`src/rtl/booth_iter_mul_ctrl.sv`:
```
// Iterative radix-4 Booth multiplier: one Booth digit per cycle, valid/ready on both sides.
// Optional early exit on redundant upper multiplier bits when BOOTH_EARLY_TERM_EN is defined.
module booth_iter_mul_ctrl #(
  parameter int unsigned M = 16,
  parameter int unsigned N = 16
) (
  input  logic           clk,
  input  logic           rstN,
  input  logic           inValid,
  output logic           inReady,
  input  logic           signedFlag,
  input  logic [M-1:0]   multiplicand,
  input  logic [N-1:0]   multiplier,
  output logic           outValid,
  input  logic           outReady,
  output logic [M+N-1:0] product,
  output logic           busy
);

  localparam int unsigned NPP  = N / 2 + 1;
  localparam int unsigned PW   = 2 * NPP + 1;
  localparam int unsigned PADW = PW - N - 1;
  localparam int unsigned AW   = M + N + 2;
  localparam int unsigned CW   = $clog2(NPP + 1);
  localparam bit          OddN = (N % 2) == 1;

  typedef enum logic [1:0] {StIdle, StRun, StDone} state_e;

  state_e          state_q, state_d;
  logic [M-1:0]    a_q, a_d;
  logic            sign_q, sign_d;
  logic [PW-1:0]   mult_q, mult_d;
  logic [AW-1:0]   acc_q, acc_d;
  logic [CW-1:0]   cnt_q, cnt_d;

  logic [2:0]      win;
  logic            dig_zero, dig_neg, dig_two;
  logic            last;
  logic            early;
  logic [AW-1:0]   a_ext, mag, pp, pp_sh;

  // Recoder: window bits [2i+2:2i] -> {zero, neg, two}
  always_comb begin
    win      = 3'(mult_q >> (2 * cnt_q));
    last     = (cnt_q == CW'(NPP - 1));
    dig_neg  = win[2];
    dig_two  = (win == 3'b011) || (win == 3'b100);
    // Top digit only sees zero padding; for signed even-N the lower digits already
    // account for the sign, so it must contribute nothing.
    dig_zero = (win == 3'b000) || (win == 3'b111) || (sign_q && !OddN && last);
  end

  always_comb begin
    a_ext = sign_q ? {{(AW - M){a_q[M-1]}}, a_q} : {{(AW - M){1'b0}}, a_q};
    mag   = dig_two ? (a_ext << 1) : a_ext;
    pp    = dig_zero ? '0 : (dig_neg ? (~mag + AW'(1)) : mag);
    pp_sh = pp << (2 * cnt_q);
  end

`ifdef BOOTH_EARLY_TERM_EN
  logic [PW-1:0] chk_vec;
  logic          rem_zero, rem_ones;

  // Pad bits are treated as sign extension in signed mode so all-ones tails terminate.
  always_comb begin
    chk_vec  = mult_q;
    rem_zero = 1'b1;
    rem_ones = 1'b1;
    for (int k = N + 1; k < PW; k++) begin
      chk_vec[k] = sign_q & mult_q[N];
    end
    for (int k = 0; k < PW; k++) begin
      if (k >= 2 * int'(cnt_q) + 2) begin
        rem_zero = rem_zero & ~chk_vec[k];
        rem_ones = rem_ones & chk_vec[k];
      end
    end
  end

  assign early = rem_zero | (sign_q & rem_ones);
`else
  assign early = 1'b0;
`endif

  always_comb begin
    state_d = state_q;
    a_d     = a_q;
    sign_d  = sign_q;
    mult_d  = mult_q;
    acc_d   = acc_q;
    cnt_d   = cnt_q;
    unique case (state_q)
      StIdle: begin
        if (inValid) begin
          a_d     = multiplicand;
          sign_d  = signedFlag;
          mult_d  = {{PADW{signedFlag & multiplier[N-1] & OddN}}, multiplier, 1'b0};
          acc_d   = '0;
          cnt_d   = '0;
          state_d = StRun;
        end
      end
      StRun: begin
        acc_d = acc_q + pp_sh;
        cnt_d = cnt_q + CW'(1);
        if (last || early) begin
          state_d = StDone;
        end
      end
      StDone: begin
        if (outReady) begin
          state_d = StIdle;
        end
      end
      default: state_d = StIdle;
    endcase
  end

  always_ff @(posedge clk or negedge rstN) begin
    if (!rstN) begin
      state_q <= StIdle;
      a_q     <= '0;
      sign_q  <= 1'b0;
      mult_q  <= '0;
      acc_q   <= '0;
      cnt_q   <= '0;
    end else begin
      state_q <= state_d;
      a_q     <= a_d;
      sign_q  <= sign_d;
      mult_q  <= mult_d;
      acc_q   <= acc_d;
      cnt_q   <= cnt_d;
    end
  end

  // Guard bits only absorb intermediate carries; the product never needs them.
  logic unused_acc_msb;
  assign unused_acc_msb = ^acc_q[AW-1:M+N];

  assign inReady  = (state_q == StIdle);
  assign outValid = (state_q == StDone);
  assign busy     = (state_q == StRun) || (state_q == StDone);
  assign product  = acc_q[M+N-1:0];

endmodule

```
`config.mk`:
```
export PLATFORM = sky130hd
export DESIGN_NAME = booth_iter_mul_ctrl
export DESIGN_NICKNAME = d
export VERILOG_FILES = /design/src/rtl/booth_iter_mul_ctrl.sv
export SDC_FILE = /design/constraint.sdc
export NUM_CORES = 1
export LEC_CHECK = 0
export CAP_MARGIN = 40
export CELL_PAD_IN_SITES_DETAIL_PLACEMENT = 1
export CELL_PAD_IN_SITES_GLOBAL_PLACEMENT = 1
export CORE_MARGIN = 10
export CORE_UTILIZATION = 30
export DETAILED_ROUTE_END_ITERATION = 8
export PLACE_DENSITY_LB_ADDON = 0.08
export SLEW_MARGIN = 20
export SYNTH_ARGS = -nofsm -noshare
export SYNTH_HDL_FRONTEND = slang
export SYNTH_SLANG_ARGS = --single-unit
export TNS_END_PERCENT = 10
```
`constraint.sdc`:
```
create_clock -name clk -period 7.7 [get_ports clk]
set_clock_uncertainty 0.1 [all_clocks]
set_input_delay 0.77 -clock clk [delete_from_list [all_inputs] [get_ports clk]]
set_output_delay 0.77 -clock clk [all_outputs]
set_load 0.03 [all_outputs]
```
Word-level counts from Yosys, hierarchy flattened
Index checks and enable logic that the tools add are counted.
{"block": "word_totals", "register_bits": 73}
{"block": "classes", "n_addsub": 3, "n_eq_ne": 9, "shift": 2, "mux": 12, "n_bitwise": 1, "reduce_logical": 11}
{"op": "$mux W34", "count": 5}
{"op": "$pmux W34 S2", "count": 1}
{"op": "$add A34 B1 Y34 const B", "count": 1}
{"op": "$add A34 B34 Y34", "count": 1}
{"op": "$not A34 Y34", "count": 1}
{"op": "$shl A34 B5 Y34", "count": 1}
{"op": "$shr A17 B5 Y3", "count": 1}
{"op": "$pmux W4 S2", "count": 1}
{"op": "$eq A3 B3 Y1 const B", "count": 2}
{"op": "$mux W2", "count": 3}
{"op": "$pmux W2 S3", "count": 1}
{"op": "$add A4 B1 Y4 const B", "count": 1}
{"op": "$eq A4 B4 Y1 const B", "count": 1}
{"op": "$logic_or A1 B1 Y1", "count": 4}
{"op": "$mux W4", "count": 1}
{"op": "$ne A2 B2 Y1 const B", "count": 2}
{"op": "$reduce_and A2 Y1", "count": 2}
{"op": "$eq A3 B2 Y1 const B", "count": 1}
{"op": "$logic_not A3 Y1", "count": 1}
{"op": "$reduce_and A3 Y1", "count": 1}
{"op": "$eq A2 B1 Y1 const B", "count": 1}
{"op": "$eq A2 B2 Y1 const B", "count": 1}
{"op": "$logic_not A2 Y1", "count": 1}
{"op": "$ne A2 B1 Y1 const B", "count": 1}
{"op": "2 further kinds", "count": 2}

Longest topological paths before layout
{"block": "depth", "depth_word": 11, "mapped_depth": 34, "mapped_depth_nobuf": 30}

Worst setup path before layout
Ideal clock, no wire load.
{"block": "synth_path", "path_kind": "reg-to-reg", "from": "register cnt_q[2]", "to": "register acc_q[31]", "setup_time_ns": 0.077, "arrival_time_ns": 7.114, "required_time_ns": 7.523, "path_slack_ns": 0.410, "stages_incl_launch_ff": 33, "synth_period_minus_slack_ns": 7.290, "cell_sequence": "dfrtp_1 > buf_6 > mux2i_1 > mux4_2 > nor2_4 > nand3_1 > buf_2 > nand2_1 > mux2i_1 > ha_1 > nor2b_1 > nor2b_1 > nand2b_1 > or3_1 > clkbuf_1 > or4_1 > or2_1 > a221o_1 > a32o_1 > a211oi_1 > a211oi_1 > ha_1 > and4_1 > a21oi_1 > o221ai_1 > a41o_1 > a2111oi_0 > o31a_1 > a21o_1 > or4_1 > o211a_1 > a211o_1 > o21ai_1"}
{"block": "synth_via", "elab_chain_len": 11, "elab_cells_between_ends": 18}
{"item": "start, declared", "line_no": "34", "source": "logic [CW-1:0] cnt_q, cnt_d;"}
{"item": "start signal, assigned", "line_no": "133", "source": "cnt_q <= cnt_d;"}
{"item": "$shr A17 B5 Y3", "line_no": "44", "source": "win = 3'(mult_q >> (2 * cnt_q));"}
{"item": "$eq A3 B2 Y1 or $eq A3 B3 Y1 (tied branches)", "line_no": "47", "source": "dig_two = (win == 3'b011) || (win == 3'b100);"}
{"item": "$logic_or A1 B1 Y1", "line_no": "47"}
{"item": "$mux W34", "line_no": "55", "source": "mag = dig_two ? (a_ext << 1) : a_ext;"}
{"item": "$not A34 Y34", "line_no": "56", "source": "pp = dig_zero ? '0 : (dig_neg ? (~mag + AW'(1)) : mag);"}
{"item": "$add A34 B1 Y34", "line_no": "56"}
{"item": "$mux W34 (2 in a row)", "line_no": "56"}
{"item": "$shl A34 B5 Y34 (*)", "line_no": "57", "source": "pp_sh = pp << (2 * cnt_q);"}
{"item": "$add A34 B34 Y34 (*)", "line_no": "104", "source": "acc_d = acc_q + pp_sh;"}
{"item": "$pmux W34 S2 (*)", "line_no": "92", "source": "unique case (state_q)"}
{"item": "end signal, assigned", "line_no": "125", "source": "acc_q <= '0;"}
{"item": "end signal, assigned", "line_no": "132", "source": "acc_q <= acc_d;"}
{"item": "end, declared", "line_no": "33", "source": "logic [AW-1:0] acc_q, acc_d;"}
Every way passes the cells marked *; elsewhere a longest branch is shown, timed or not.
A chain may end at the register's enable or synchronous reset.

Worst setup path after layout
{"block": "layout_path", "from": "register cnt_q[1]", "to": "register acc_q[31]"}
The elaborated chain is that of the path after synthesis.

==> results.ini <==
[flow_run]
cap_violations=0

[logic_synthesis]
synth_flop_cell=dfrtp_1
netlist_instances=813
yosysTopAreaCell=dfrtp_1
postSynthAreaPerCell_um2=8.331
ys_async_sr_fraction_pct=100.0
yosys.area_share.simple_pct=18.51
synth_xor_area_share_pct=3.492
synth_compound_gate_area_share_pct=29.19
ys_seq_elements=71
ys_warn_count=0
synthMuxAreaShare_pct=9.514
synthTopCellsByCount=86 x nand2_1, 71 x dfrtp_1, 56 x nor2_1, 51 x o21ai_0, 50 x a21oi_1
synth_edf_count=0
synth.distinct_cells=89
netlist.area_leader.share_pct=26.23
yosysSeqAreaShare_pct=26.23
syn-num-nets=893
yosysMostFrequentCell=nand2_1
synth_area_leaders=dfrtp_1 26%, ha_1 7.8%, mux2_2 6.0%
yosys.area_share.adder_pct=8.055
synth_top_family_by_area=compound AO/OA/AOI/OAI gates
netlist_area_um2=6773

[hold_path]
hp-class=in2async

[clock_network]
cts_hold_buf=0
numCtsBuffers=9
h-tree-depth=3
ctsLongestPathBuffers=2
clockRootBuffer=clkbuf_16
insertion_delay_ps=350
cts_tree=built
clock-sinks=71
clk_pin_slew_ps=80

[timing]
tightest_slew_ps=738.9
fin_ws_ps=244.5
maxSlewViolCount=0
finalHoldViolations=0
setup_viol=0
tns_ps=0
min_period_ps=7455
fin_crit_sh_pct=96.82
slew_headroom_pct=50.56
max_freq_mhz=134.1

[final_layout]
final_nets=957
area_delta_synth_final_pct=23.15
seq_area_um2=1780
fillers=2635
drive_gt1_share_pct=15.99
multi_input_area_um2=4823
num_antenna_cells=0

[global_route]
antenna_found_initial=0
grt_pass1_vias=7116
grt_pass1_wl_um=41780
grt_overflow=0
grt_max_degree=48
track_usage_pct=18.21

[floorplan]
die-area_um2=28990
io_pins=72
die_x_um=170.3
die_h_um=170.3
fp.coreArea_um2=22030
start_util_pct=30.75
rows=54

[setup_path]
cp.required_ps=7870
max_stage_delay_ps=480
regToRegStartpoint=cnt_q[1]
reg2regPathDepth=30
cp_common_cell=nor2b_4
worstSetupEndpointType=flop
rrSetupSlack_ps=240
slowest_stage=dfrtp_2
cp-start-kind=flop
crit_fanout=9
r2r-end=acc_q[31]
timing_worst_setup_path_type=reg2reg
arrival_ps=7630

[place]
post-dp-hpwl_um=19760
routabilityCongestion=0.9411
post-place-ws_ps=-75.07
port_buffers=71

[route]
first_pass_iters=5
drt-total-wl_um=26290
drtAntennaViolNets=0
vias_per_cell=5.754
via_count=6686
drc_errors=0
dr.first_iter.drc_count=369
post_drt_wl_per_cell_um=22.63

[outcome]
status=finished clean

-- cell usage in the layout (no fill, tap or decap), types with 14 or more instances in the layout --
master,instances
a21oi_1,49
dfrtp_1,68
xor2_1,14
nor3_1,19
inv_1,18
ha_1,40
o21a_1,14
clkdlybuf4s50_1,70
mux2i_1,19
a211oi_1,18
a21o_1,19
buf_4,37
o21ai_0,50
nor2_1,56
a31oi_1,15
mux2_2,36
nand3_1,20
nand2_1,84
-- metrics by stage --
| stage | util (%) | std cells | cell area, µm² | hold WS [ps] |
|---|---|---|---|---|
| final | 37.87 | 1162 | 8341 | 237.9 |
| after global routing | 37.87 | 1162 | 8341 | 255.4 |
| after CTS | 37.00 | 1157 | 8150 | 236.6 |
| after detailed placement | 35.58 | 1141 | 7836 | 404.0 |
| after global placement | 35.45 | 1140 | 7809 | 398.9 |
| after floorplan | - | 813 | 6773 | 374.4 |
-- critical path, delay by kind of cell (launching register included) --
family          cells  cell delay (ps)
simple gates       11             2660
compound gates     15             3200
mux                 1              210
flops               1              480
buf+inv             1              150
fa+ha+maj           2              550
-- layer usage --
layer / routed length (µm) / track usage [%] / vias to the layer above
li1: - / - / 3189
met1: 11790 / 22.69 / 3339
met2: 13040 / 31.68 / 131
met3: 950 / 2.638 / 27
met4: 513 / 5.606 / 0
met5: 0 / 0 / -
-- what timing repair did --
item                       CTS  global route
pin swaps                    0             9
setup buffers                0             5
setup endpoints to repair    1            10
gates resized for setup      4            31
-- worst max-delay path by stage --
stage | from | cells after the start | slack [ps] | endpoint
2_1_floorplan | cnt_q[2] | 32 | 410 | acc_q[31]
3_3_place_gp | cnt_q[2] | 32 | 320 | acc_q[31]
3_5_place_dp | cnt_q[0] | 31 | -80 | acc_q[31]
4_1_cts | cnt_q[2] | 32 | 30 | acc_q[31]
5_1_grt | cnt_q[2] | 30 | -30 | acc_q[31]
6_report | cnt_q[1] | 30 | 240 | acc_q[31]
-- layout make-up --
class                      instances  share of cell area [%]
multi-input combinational        667                   57.83
inverter                          20                  0.9001
clock buffer                       9                   2.700
tap                              280                   4.200
clock inverter                     7                  0.9601
timing repair buffer             108                   12.06
sequential                        71                   21.35
-- kinds of logic (layout without fill, tap and decap cells) --
logic type / after synthesis / in the layout
adder cells (fa/ha/maj): 43 / 43
buffers and inverters: 75 / 144
AO/OA/AOI/OAI: 281 / 281
XOR/XNOR: 27 / 27
multiplexers: 58 / 58
AND/OR/NAND/NOR: 258 / 258
flip-flops: 71 / 71
-- sequential cells by signal, summed over array words and instances, names as in the netlist --
name and count:
cnt_q 4, sign_q 1, mult_q 16, acc_q 32, a_q 16, state_q 2
Power is not shown: default switching activity piles up to over one toggle a cycle in this logic, so the estimate is an artifact.
